`src/rtl/wb_burst_master.sv`:
```
// wb_burst_master: single-command Wishbone B3 incrementing burst engine (read/write).
// Optional macro WB_BURST_TIMEOUT_EN adds a per-beat ack timeout that aborts the burst and pulses err.
module wb_burst_master #(
    parameter int APP_AW  = 26,
    parameter int APP_DW  = 32,
    parameter int APP_BW  = 4,
    parameter int TIMEOUT = 1024
) (
    input  logic              sys_clk,
    input  logic              sys_rst,
    input  logic              cmd_valid,
    output logic              cmd_ready,
    input  logic              cmd_we,
    input  logic [APP_AW-1:0] cmd_addr,
    input  logic [7:0]        cmd_len,
    input  logic              wdata_valid,
    output logic              wdata_ready,
    input  logic [APP_DW-1:0] wdata,
    input  logic [APP_BW-1:0] wsel,
    output logic              rdata_valid,
    output logic [APP_DW-1:0] rdata,
    output logic              busy,
    output logic              err,
    output logic              wb_cyc_o,
    output logic              wb_stb_o,
    output logic              wb_we_o,
    output logic [APP_AW-1:0] wb_addr_o,
    output logic [APP_DW-1:0] wb_dat_o,
    output logic [APP_BW-1:0] wb_sel_o,
    output logic [2:0]        wb_cti_o,
    input  logic              wb_ack_i,
    input  logic [APP_DW-1:0] wb_dat_i
);
    // state  | meaning
    // IDLE   | waiting for a command, cmd_ready high
    // WRITE  | write burst, stb follows the holding register
    // READ   | read burst, stb held high
    // FINISH | one-cycle bus release before IDLE
    typedef enum logic [1:0] {IDLE, WRITE, READ, FINISH} state_t;

    localparam logic [APP_AW-1:0] ADDR_STEP = APP_AW'(APP_BW);
    localparam logic [APP_AW-1:0] ADDR_MASK = ~APP_AW'(APP_BW - 1);

    if (TIMEOUT < 1) begin : g_bad_timeout
        $error("TIMEOUT must be at least 1");
    end

    state_t            state, state_nx;
    logic [APP_AW-1:0] addr_q;
    logic [7:0]        len_q;
    logic [7:0]        beat_cnt;
    logic [8:0]        load_cnt;
    logic              hold_valid;
    logic [APP_DW-1:0] dat_q;
    logic [APP_BW-1:0] sel_q;
    logic [APP_DW-1:0] rdata_q;
    logic              rdata_valid_q;
    logic              active;
    logic              ack;
    logic              last_beat;
    logic              wr_accept;
    logic              abort;

    assign active    = (state == WRITE) || (state == READ);
    assign wb_stb_o  = (state == WRITE) ? hold_valid : (state == READ);
    assign ack       = wb_ack_i && wb_stb_o;
    assign last_beat = (beat_cnt == len_q);
    assign wr_accept = wdata_ready && wdata_valid;

    assign wb_addr_o   = addr_q;
    assign wb_dat_o    = dat_q;
    assign wb_sel_o    = sel_q;
    assign rdata       = rdata_q;
    assign rdata_valid = rdata_valid_q;

    always_ff @(posedge sys_clk or posedge sys_rst) begin
        if (sys_rst) state <= IDLE;
        else         state <= state_nx;
    end

    always_comb begin
        state_nx    = state;
        cmd_ready   = 1'b0;
        busy        = (state != IDLE);
        wb_cyc_o    = active;
        wb_we_o     = (state == WRITE);
        wb_cti_o    = 3'b000;
        wdata_ready = 1'b0;
        if (active) wb_cti_o = last_beat ? 3'b111 : 3'b010;
        case (state)
            IDLE: begin
                cmd_ready = !sys_rst;
                if (cmd_valid) state_nx = cmd_we ? WRITE : READ;
            end
            WRITE: begin
                // holding register may refill in the same cycle its beat is acked
                wdata_ready = (load_cnt <= {1'b0, len_q}) && (!hold_valid || ack);
                if (ack && last_beat) state_nx = FINISH;
            end
            READ: begin
                if (ack && last_beat) state_nx = FINISH;
            end
            default: state_nx = IDLE;
        endcase
        if (abort) state_nx = FINISH;
    end

    always_ff @(posedge sys_clk or posedge sys_rst) begin
        if (sys_rst) begin
            addr_q        <= '0;
            len_q         <= '0;
            beat_cnt      <= '0;
            load_cnt      <= '0;
            hold_valid    <= 1'b0;
            dat_q         <= '0;
            sel_q         <= '0;
            rdata_q       <= '0;
            rdata_valid_q <= 1'b0;
        end else begin
            rdata_valid_q <= (state == READ) && ack;
            if ((state == READ) && ack) rdata_q <= wb_dat_i;
            if (state == IDLE) begin
                if (cmd_valid) begin
                    addr_q     <= cmd_addr & ADDR_MASK;
                    len_q      <= cmd_len;
                    beat_cnt   <= '0;
                    load_cnt   <= '0;
                    hold_valid <= 1'b0;
                end
            end else begin
                if (ack) begin
                    addr_q   <= addr_q + ADDR_STEP;
                    beat_cnt <= beat_cnt + 8'd1;
                end
                if (wr_accept) begin
                    hold_valid <= 1'b1;
                    dat_q      <= wdata;
                    sel_q      <= wsel;
                    load_cnt   <= load_cnt + 9'd1;
                end else if (ack) begin
                    hold_valid <= 1'b0;
                end
                if (abort) hold_valid <= 1'b0;
            end
        end
    end

`ifdef WB_BURST_TIMEOUT_EN
    localparam int               TMO_W    = $clog2(TIMEOUT + 1);
    localparam logic [TMO_W-1:0] TMO_LOAD = TMO_W'(TIMEOUT - 1);

    logic [TMO_W-1:0] tmo_cnt;
    logic             err_q;

    // terminal count reached on the TIMEOUT-th unacked strobe cycle
    assign abort = wb_stb_o && !wb_ack_i && (tmo_cnt == '0);
    assign err   = err_q;

    always_ff @(posedge sys_clk or posedge sys_rst) begin
        if (sys_rst) begin
            tmo_cnt <= TMO_LOAD;
            err_q   <= 1'b0;
        end else begin
            err_q <= abort;
            if (ack || abort || !active) tmo_cnt <= TMO_LOAD;
            else if (wb_stb_o)           tmo_cnt <= tmo_cnt - TMO_W'(1);
        end
    end
`else
    assign abort = 1'b0;
    assign err   = 1'b0;
`endif

endmodule

```
`config.mk`:
```
export PLATFORM = sky130hd
export DESIGN_NAME = wb_burst_master
export DESIGN_NICKNAME = d
export VERILOG_FILES = /design/src/rtl/wb_burst_master.sv
export SDC_FILE = /design/constraint.sdc
export NUM_CORES = 1
export LEC_CHECK = 0
export ABC_AREA = 1
export BUFFER_PORTS_ARGS = -buffer_cell sky130_fd_sc_hd__buf_2
export CAP_MARGIN = 20
export CORE_MARGIN = 5
export CORE_UTILIZATION = 45
export DETAILED_ROUTE_END_ITERATION = 6
export GPL_ROUTABILITY_DRIVEN = 0
export GPL_TIMING_DRIVEN = 0
export PLACE_DENSITY = 0.83
export SETUP_SLACK_MARGIN = 0.4
export SYNTH_ARGS = -nofsm -noshare
export SYNTH_HDL_FRONTEND = slang
export SYNTH_SLANG_ARGS = --single-unit
```
`constraint.sdc`:
```
create_clock -name sys_clk -period 4 [get_ports sys_clk]
set_input_delay 0.8 -clock sys_clk [delete_from_list [all_inputs] [get_ports sys_clk]]
set_output_delay 0.8 -clock sys_clk [all_outputs]
set_load 0.005 [all_outputs]
```
==> flow_summary.ini, run 1 <==
[status]
status = finished clean

[global_route]
largest_net_degree_at_the_start_of_global_routing = 43
grt_pass1_wl_um = 27800
first_global_vias = 5775
global_route.overflow_total = 0
all_layer_gr_usage = 0.215
antenna_violations_before_repair = 1

[setup_path]
critical_path_arrival_ps = 2220
rr_startpoint = state[1]
crit_path_end_kind = output port
timing.setup.critical_path_class = flip-flop to output port
timing.critical_path.cells = inv_1 -> ha_1 -> nand2_1 -> o21ai_2 -> nand2_2 -> nand2_1 -> nand3_2 -> a21oi_4 -> buf_4 -> buf_2
crit_fanout = 10
ff2ff_setup_slack_ps = 1900
crit_end = wdata_ready
critical_path_start = state[1]
worst-r2r-cell-count = 8
worstSetupStartpointType = flip-flop
required_ps = 3200
slowest_stage = sky130_fd_sc_hd__dfrtp_1
r2r-end = rdata[26]
crit_top_cell = sky130_fd_sc_hd__nand2_1
delay_of_the_slowest_critical_path_stage_ps = 410

[timing]
timing.setup.tns_ps = 0
timing.final.setup_violations = 0
finalHoldViolCount = 0
hold_slack_final_ps = 426
finClkSkew_ps = 8.14
final-max-slew-violation-count = 0
final.min_clock_period_ps = 3020
clock.fmax_ghz = 0.331
slew_headroom = 0.617
min_period_over_period = 0.756
rsz_0062_raised_after_global_routing = false
worst_slew_pin_slew_ps = 574

[logic_synthesis]
ys.flop_type = sky130_fd_sc_hd__dfrtp_1
post_synth_main_area_contributors = sky130_fd_sc_hd__dfrtp_1 49%, sky130_fd_sc_hd__nand2_1 12%, sky130_fd_sc_hd__nand3_1 6.5%, sky130_fd_sc_hd__mux2_2 5.8%, sky130_fd_sc_hd__inv_1 3.8%
most_common_cell_in_the_synthesized_netlist = sky130_fd_sc_hd__nand2_1
netlist_area_mm2 = 0.00620
synthArstFlopShare = 1.00
netlist_top_cells_count = 200 x sky130_fd_sc_hd__nand2_1, 121 x sky130_fd_sc_hd__dfrtp_1, 80 x sky130_fd_sc_hd__nand3_1
count_of_yosys_warnings_during_synthesis = 0
seq_area_frac_synth = 0.488
yosys.cell_types.count = 38
synthCells = 728
avgSynthCellArea_um2 = 8.52
synthDominantCellAreaShare = 0.488
synth_enable_flop_cells = 0
synth.ff_latch_count = 121
post-synth-top-area-cell = sky130_fd_sc_hd__dfrtp_1

[layout]
area_growth_pct = 31.4
final.fill_count = 1227
nets = 1082
layout_cell_share_with_drive_strength_beyond_1 = 0.323

[run]
cap_viol_max_count = 0

[power]
vdd_drop_max_mv = 0.407
leakage_uw = 0.00433
p_per_area_mw_per_mm2 = 757

[route]
post_drt_wl_per_cell_um = 15.0
detailedRoute.firstPassIterationCount = 6
detail_route.drc_violations = 0
routed_via_count_divided_by_cell_count = 5.07
routed-via-count = 5844
drt.antenna.violating_nets = 0
detail_route.iter0.violations = 439
drt_wl_total_um = 17300

[cts]
longest_clk_path_bufs = 2
post_cts.repair.setup_buffers = 0
htree_num_levels = 4
cts.reportedPaths.clkPinSlew_ps = 50
clkLatencyLatePin_ps = 420
cts.sinks = 121
cts_resized = 0
holdBufCountCts = 0
tritoncts_clock_tree = built
tritoncts.num_buffers = 17
clk_root_buffer_cell = sky130_fd_sc_hd__clkbuf_16

[die]
die_width_um = 127
floorplan.io_pins = 213
initial_core_util = 0.452
coreArea_mm2 = 0.0137
die_area_mm2 = 0.0162
die_height_um = 127
rows = 43

[placed_design]
port_buffers = 207
detailed_place_hpwl_um = 13100

[worst_hold_path]
min-delay-path-class = input port to asynchronous set/reset pin
cell families (layout without fill, tap and decap cells):
family,Yosys count,in the layout,synth area share
AND/OR/NAND/NOR,373,373,0.260
AO/OA/AOI/OAI,69,69,0.0637
adder cells (fa/ha/maj),15,15,0.0303
buffers and inverters,100,342,0.0754
flip-flops,121,121,0.488
XOR/XNOR,17,17,0.0240
multiplexers,32,32,0.0581
other,1,4,0.000605
power breakdown:
| part | switching, uW | internal [uW] |
|---|---|---|
| registers | 366 | 1730 |
| clock network | 541 | 1030 |
| logic | 1450 | 1060 |
| total | 2350 | 3820 |
worst min-delay path by stage:
stage           startpoint       endpoint  slack, ps  depth (start not counted)
3_5_place_dp   wb_dat_o[2]    wb_dat_o[2]        460                          2
4_1_cts            sys_rst  wb_addr_o[19]        420                          2
3_3_place_gp   wb_sel_o[3]    wb_sel_o[3]        460                          2
6_report           sys_rst  wb_addr_o[19]        430                          2
2_1_floorplan  load_cnt[8]    load_cnt[8]        470                          2
5_1_grt            sys_rst  wb_addr_o[19]        450                          2
placed cells by master, fill, tap and decap left out, drive strengths merged:
cell type / instances
buf: 234
nand2: 203
dfrtp: 121
nand3: 83
inv: 63
nor2: 60
mux2: 32
o21ai: 32
clkbuf: 32
a21oi: 18
ha: 15
o22ai: 12
xor2: 12
nor3: 11
nand4: 11
clkinv: 6
xnor2: 5
clkinvlp: 4
conb: 3
bufinv: 3
o32ai: 2
nor3b: 2
or2: 2
diode: 1
a211oi: 1
o21bai: 1
o211ai: 1
nand3b: 1
a31oi: 1
a32oi: 1
area by class of cell:
type	count	area, um^2	area share
sequential	121	3030	0.371
multi-input combinational	509	2720	0.333
timing repair buffer	210	1100	0.134
clock buffer	21	470	0.0577
inverter	65	248	0.0304
tap	180	225	0.0276
buffer	35	224	0.0275
clock inverter	11	145	0.0178
antenna	1	2.50	0.000307
per-layer routing:
| layer | routed length, um | share of wire | up-vias | global-route usage |
|---|---|---|---|---|
| li1 | - | - | 2837 | - |
| met3 | 1700 | 0.099 | 29 | 0.0573 |
| met5 | 0 | 0 | - | 0 |
| met1 | 6900 | 0.40 | 2687 | 0.271 |
| met4 | 303 | 0.018 | 0 | 0.0789 |
| met2 | 8350 | 0.48 | 291 | 0.354 |
metrics by stage:
stage / total power [uW] / area [um^2] / instances / utilization / worst slack [ps]
after floorplan: 3590 / 6210 / 730 / - / 1720
after global placement: 4520 / 7480 / 1117 / 0.545 / 905
after detailed placement: 4610 / 7540 / 1120 / 0.549 / 1390
after CTS: 6220 / 8150 / 1152 / 0.594 / 923
after global routing: 6640 / 8150 / 1153 / 0.594 / 757
final: 6170 / 8150 / 1153 / 0.594 / 977
sequential cells by signal (all words and copies together) (netlist names):
register and count:
hold_valid 1, rdata 32, load_cnt 9, state 2, rdata_valid 1, beat_cnt 8
len_q 8, wb_sel_o 4, wb_addr_o 24, wb_dat_o 32
critical path, delay by kind of cell (launching register included):
| kind | cells | cell delay [ps] |
|---|---|---|
| adder cells (fa/ha/maj) | 1 | 260 |
| AND/OR/NAND/NOR | 4 | 420 |
| AO/OA/AOI/OAI | 2 | 290 |
| buffers and inverters | 3 | 430 |
| flip-flops | 1 | 410 |
(Power assumes the default switching activity.)
==> run 2, diff against run 1 <==
- ABC_AREA: 1 -> 0
- PLACE_DENSITY: 0.83 -> 0.84
- clock period: 4 -> 2.5 ns (I/O delays scaled with it)
==> flow_summary.ini, run 2 <==
[status]
status = finished with violations
violations = setup timing

[timing]
rsz_0062_raised_after_global_routing = true
final.min_clock_period_ps = 2630
finClkSkew_ps = 15.8
worst_slew_pin_slew_ps = 726
finalHoldViolCount = 0
timing.final.setup_violations = 7
clock.fmax_ghz = 0.380
final_critical_path_setup_slack_ps = -133
min_period_over_period = 1.05
slew_headroom = 0.515
final-max-slew-violation-count = 0

[placed_design]
placed_cells_incl_taps = 897
port_buffers = 207
detailed_place_hpwl_um = 11700
dpl_cell_area_mm2 = 0.00719
place_ws_ps = -136

[layout]
area_growth_pct = 56.2
final.fill_count = 836
final-instance-count-excl-fill = 991
nets = 931
layout_cell_share_with_drive_strength_beyond_1 = 0.579
post-route-cell-area_mm2 = 0.00907
most_common_cell_after_layout_fill_and_taps_aside = sky130_fd_sc_hd__buf_2
layout_common_cells = 205 x sky130_fd_sc_hd__buf_2, 114 x sky130_fd_sc_hd__dfrtp_1, 47 x sky130_fd_sc_hd__buf_4

[die]
initial_core_util = 0.460
coreArea_mm2 = 0.0126
floorplan.io_pins = 213
rows = 41
die_width_um = 124
die_height_um = 124
die_area_mm2 = 0.0153

[logic_synthesis]
netlist_area_mm2 = 0.00581
most_common_cell_in_the_synthesized_netlist = sky130_fd_sc_hd__dfrtp_1
netlist_top_cells_count = 121 x sky130_fd_sc_hd__dfrtp_1, 65 x sky130_fd_sc_hd__mux2_2, 46 x sky130_fd_sc_hd__nand2_1
post_synth_main_area_contributors = sky130_fd_sc_hd__dfrtp_1 52%, sky130_fd_sc_hd__mux2_2 13%, sky130_fd_sc_hd__ha_1 3.2%, sky130_fd_sc_hd__nand2_1 3.0%, sky130_fd_sc_hd__o21ai_0 2.6%
count_of_yosys_warnings_during_synthesis = 0
avgSynthCellArea_um2 = 11.3
seq_area_frac_synth = 0.521
post-synth-top-area-cell = sky130_fd_sc_hd__dfrtp_1
ys.flop_type = sky130_fd_sc_hd__dfrtp_1
synthDominantCellAreaShare = 0.521
synthCells = 513
synth.ff_latch_count = 121
yosys.cell_types.count = 58
synthArstFlopShare = 1.00
synth_enable_flop_cells = 0

[route]
drt.antenna.violating_nets = 0
detailedRoute.firstPassIterationCount = 5
detail_route.iter0.violations = 491
routed-via-count = 5576
post_drt_wl_per_cell_um = 20.2
drt_wl_total_um = 20000
detail_route.drc_violations = 0
routed_via_count_divided_by_cell_count = 5.63

[power]
p_per_area_mw_per_mm2 = 1280
report.power.total_uw = 11600
leakage_uw = 0.00433
vdd_drop_max_mv = 0.715

[setup_path]
timing.critical_path.cells = ha_4 -> nand3_4 -> o21bai_4 -> a2111oi_4 -> nor2_1 -> buf_2
worstSetupStartpointType = flip-flop
required_ps = 2000
delay_of_the_slowest_critical_path_stage_ps = 450
cp_num_buf_inv = 1
critical_path_start = load_cnt[2]
crit_fanout = 3
timing.setup.critical_path_class = flip-flop to output port
rr_startpoint = load_cnt[2]
slowest_stage = sky130_fd_sc_hd__dfrtp_2
crit_path_end_kind = output port
gate_family_responsible_for_the_most_delay_along_the_worst_path = compound AO/OA/AOI/OAI gates
critical_path_arrival_ps = 2130

[cts]
tritoncts_clock_tree = built
clkLatencyLatePin_ps = 430
tritoncts.num_buffers = 17
cts.reportedPaths.clkPinSlew_ps = 70
longest_clk_path_bufs = 2
cts.sinks = 121
clk_root_buffer_cell = sky130_fd_sc_hd__clkbuf_16
htree_num_levels = 4

[run]
cap_viol_max_count = 0

[worst_hold_path]
min-delay-path-class = input port to asynchronous set/reset pin

[global_route]
global_route.overflow_total = 0
antenna_violations_before_repair = 1
first_global_vias = 5589
all_layer_gr_usage = 0.234
largest_net_degree_at_the_start_of_global_routing = 40
grt_pass1_wl_um = 27700
[run 2: cell families after synthesis]
family | count (synthesis) | synth area share
AO/OA/AOI/OAI | 100 | 0.120
XOR/XNOR | 9 | 0.0136
adder cells (fa/ha/maj) | 15 | 0.0323
buffers and inverters | 47 | 0.0368
flip-flops | 121 | 0.521
multiplexers | 79 | 0.156
other | 1 | 0.000646
AND/OR/NAND/NOR | 141 | 0.119
[run 2: timing repair]
| item | CTS | global route |
|---|---|---|
| hold buffers | 0 | 0 |
| pin swaps | 19 | 26 |
| endpoints found under the setup margin | 119 | 115 |
| resized for setup | 95 | 98 |
| cloned | 3 | 0 |
| setup buffers | 33 | 28 |
[run 2: final cells by class]
class / count / area [um^2] / share of cell area
antenna: 1 / 2.50 / 0.000276
clock buffer: 21 / 460 / 0.0508
multi-input combinational: 347 / 3130 / 0.345
inverter: 19 / 85.1 / 0.00938
clock inverter: 8 / 123 / 0.0135
sequential: 121 / 3040 / 0.335
timing repair buffer: 274 / 1750 / 0.193
tap: 172 / 215 / 0.0237
buffer: 28 / 265 / 0.0293
[run 2: worst reg2reg max path, delay by kind of cell, from the launching register on]
family	cells	cell delay (ps)
adders and majority gates	1	300
AOI/OAI and AO/OA	3	900
DFF	1	450
buffers and inverters	4	580
and+or+nand+nor	2	150
[run 2: stage by stage]
stage | TNS [ps] | utilization | hold WS (ps)
2_1_floorplan | 0 | - | 466
3_3_place_gp | -44540 | 0.565 | 481
3_5_place_dp | -1010 | 0.569 | 487
4_1_cts | -11.5 | 0.673 | 239
5_1_grt | -1220 | 0.719 | 270
6_report | -169 | 0.719 | 233
[run 2: metal layers]
layer / vias to the layer above / track usage / routed length [um]
met5: - / 0 / 0
met4: 0 / 0.115 / 964
met3: 98 / 0.0681 / 1840
met2: 363 / 0.393 / 10200
met1: 2667 / 0.275 / 7010
li1: 2448 / - / -
[run 2: final timing paths]
kind	cells after the start	slack, ps	endpoint
setup / recovery	6	-130	wdata_ready
hold / removal	2	230	wb_dat_o[1]
setup reg to reg	10	-30	load_cnt[3]
hold reg to reg	1	490	rdata[9]
max in group asynchronous	4	1430	state[0]
min in group sys_clk	3	290	len_q[3]
[run 2: power breakdown]
group	internal (uW)	leakage, uW	switching (uW)
Combinational	3080	0.00257	2570
Sequential	2830	0.00148	677
Clock	1600	0.000277	887
==> run 3, diff against run 2 <==
- PLACE_DENSITY: 0.84 -> 0.81
- RECOVER_POWER: unset -> 100
- clock period: 2.5 -> 3.1 ns (I/O delays scaled with it)
==> flow_summary.ini, run 3 (synthesis gave the netlist of run 2 again) <==
[layout]
final_util = 0.626
final.fill_count = 1091
layout_cell_share_with_drive_strength_beyond_1 = 0.384
layout_common_cells = 139 x sky130_fd_sc_hd__buf_2, 119 x sky130_fd_sc_hd__dfrtp_1, 83 x sky130_fd_sc_hd__clkbuf_1
area_growth_pct = 36.1
nets = 880
most_common_cell_after_layout_fill_and_taps_aside = sky130_fd_sc_hd__buf_2

[placed_design]
port_buffers = 207
place_ws_ps = 414
detailed_place_hpwl_um = 12800

[cts]
tritoncts.num_buffers = 17
clk_root_buffer_cell = sky130_fd_sc_hd__clkbuf_16
longest_clk_path_bufs = 2
htree_num_levels = 4
cts.reportedPaths.clkPinSlew_ps = 60
clkLatencyLatePin_ps = 420
holdBufCountCts = 0
tritoncts_clock_tree = built
cts.sinks = 121

[route]
detail_route.iter0.violations = 406
drt.antenna.violating_nets = 0
routed_via_count_divided_by_cell_count = 5.48
post_drt_wl_per_cell_um = 18.6
drt_wl_total_um = 17600
routed-via-count = 5165
detail_route.drc_violations = 0
detailedRoute.firstPassIterationCount = 5

[die]
die_height_um = 124
rows = 41
floorplan.io_pins = 213
die_width_um = 124
coreArea_mm2 = 0.0126
initial_core_util = 0.460
die_area_mm2 = 0.0153

[global_route]
first_global_vias = 5456
all_layer_gr_usage = 0.235
global_route.overflow_total = 0
largest_net_degree_at_the_start_of_global_routing = 42
grt_pass1_wl_um = 27400
antenna_violations_before_repair = 2

[timing]
finalHoldViolCount = 0
rsz_0062_raised_after_global_routing = true
timing.final.setup_violations = 0
timing.setup.tns_ps = 0
clock.fmax_ghz = 0.358
finClkSkew_ps = 6.26
worst_slew_pin_slew_ps = 1060
slew_headroom = 0.296
final_critical_path_setup_slack_ps = 308
final.min_clock_period_ps = 2790
min_period_over_period = 0.901
final-max-slew-violation-count = 0

[setup_path]
worstSetupStartpointType = flip-flop
timing.setup.critical_path_class = flip-flop to output port
critical_path_arrival_ps = 2170
required_ps = 2480
crit_fanout = 10
crit_path_end_kind = output port

[worst_hold_path]
min-delay-path-class = input port to asynchronous set/reset pin

[power]
vdd_drop_max_mv = 0.612
leakage_uw = 0.00364
p_per_area_mw_per_mm2 = 1040

[status]
status = finished clean

[run]
cap_viol_max_count = 0
## run 3: where the power goes
group          switching (uW)  leakage [uW]  internal [uW]
Sequential                532       0.00149           2280
Clock                     754      0.000321           1510
Combinational            1630       0.00183           1510
## run 3: critical path, stage by stage, from the launching register on
cell and delay, ps:
sky130_fd_sc_hd__dfrtp_1 410, sky130_fd_sc_hd__inv_1 100, sky130_fd_sc_hd__ha_1 160, sky130_fd_sc_hd__clkbuf_1 290
sky130_fd_sc_hd__inv_1 160, sky130_fd_sc_hd__clkbuf_4 220, sky130_fd_sc_hd__buf_4 200, sky130_fd_sc_hd__nor2_1 100
sky130_fd_sc_hd__buf_2 110
## run 3: stage by stage
| stage | std cells | hold slack (ps) | total power (uW) | instance area, um^2 |
|---|---|---|---|---|
| floorplan | 515 | 466 | 4490 | 5820 |
| global placement | 894 | 480 | 5670 | 7070 |
| detailed placement | 897 | 488 | 5830 | 7130 |
| CTS | 934 | 158 | 8190 | 7870 |
| global route | 943 | 276 | 8750 | 7900 |
| finish | 943 | 231 | 8220 | 7900 |
## run 3: cell type report
type,count,area [um^2],area share
inverters,19,72.6,0.00918
clock buffers,18,429,0.0543
well taps,172,215,0.0272
clock inverters,14,244,0.0309
multi-input cells,347,2670,0.338
diodes,1,2.50,0.000317
flip-flops and latches,121,3030,0.384
plain buffers,28,150,0.0190
repair buffers,223,1090,0.138
## run 3: path summary, 6_finish.rpt
kind | end | slack, ps | cells after the start | start
max | cmd_ready | 310 | 8 | state[0]
min | wb_addr_o[7] | 230 | 2 | sys_rst
max reg2reg | load_cnt[3] | 420 | 9 | load_cnt[4]
min reg2reg | wb_dat_o[0] | 500 | 1 | wb_dat_o[0]
max in group asynchronous | wb_dat_o[21] | 1160 | 5 | sys_rst
min in group sys_clk | len_q[4] | 400 | 3 | cmd_len[4]
## run 3: per-layer routing
metal  routed length, um  share of wire  global-route usage
met3                1830           0.10              0.0949
met4                 356          0.020              0.0803
met1                6400           0.36               0.269
met5                  10        0.00057                   0
met2                8980           0.51               0.397
## run 3: what timing repair did
item	in CTS	in global routing
setup buffers	5	8
setup endpoints to repair	4	42
pin swaps	1	5
gates resized for setup	10	21
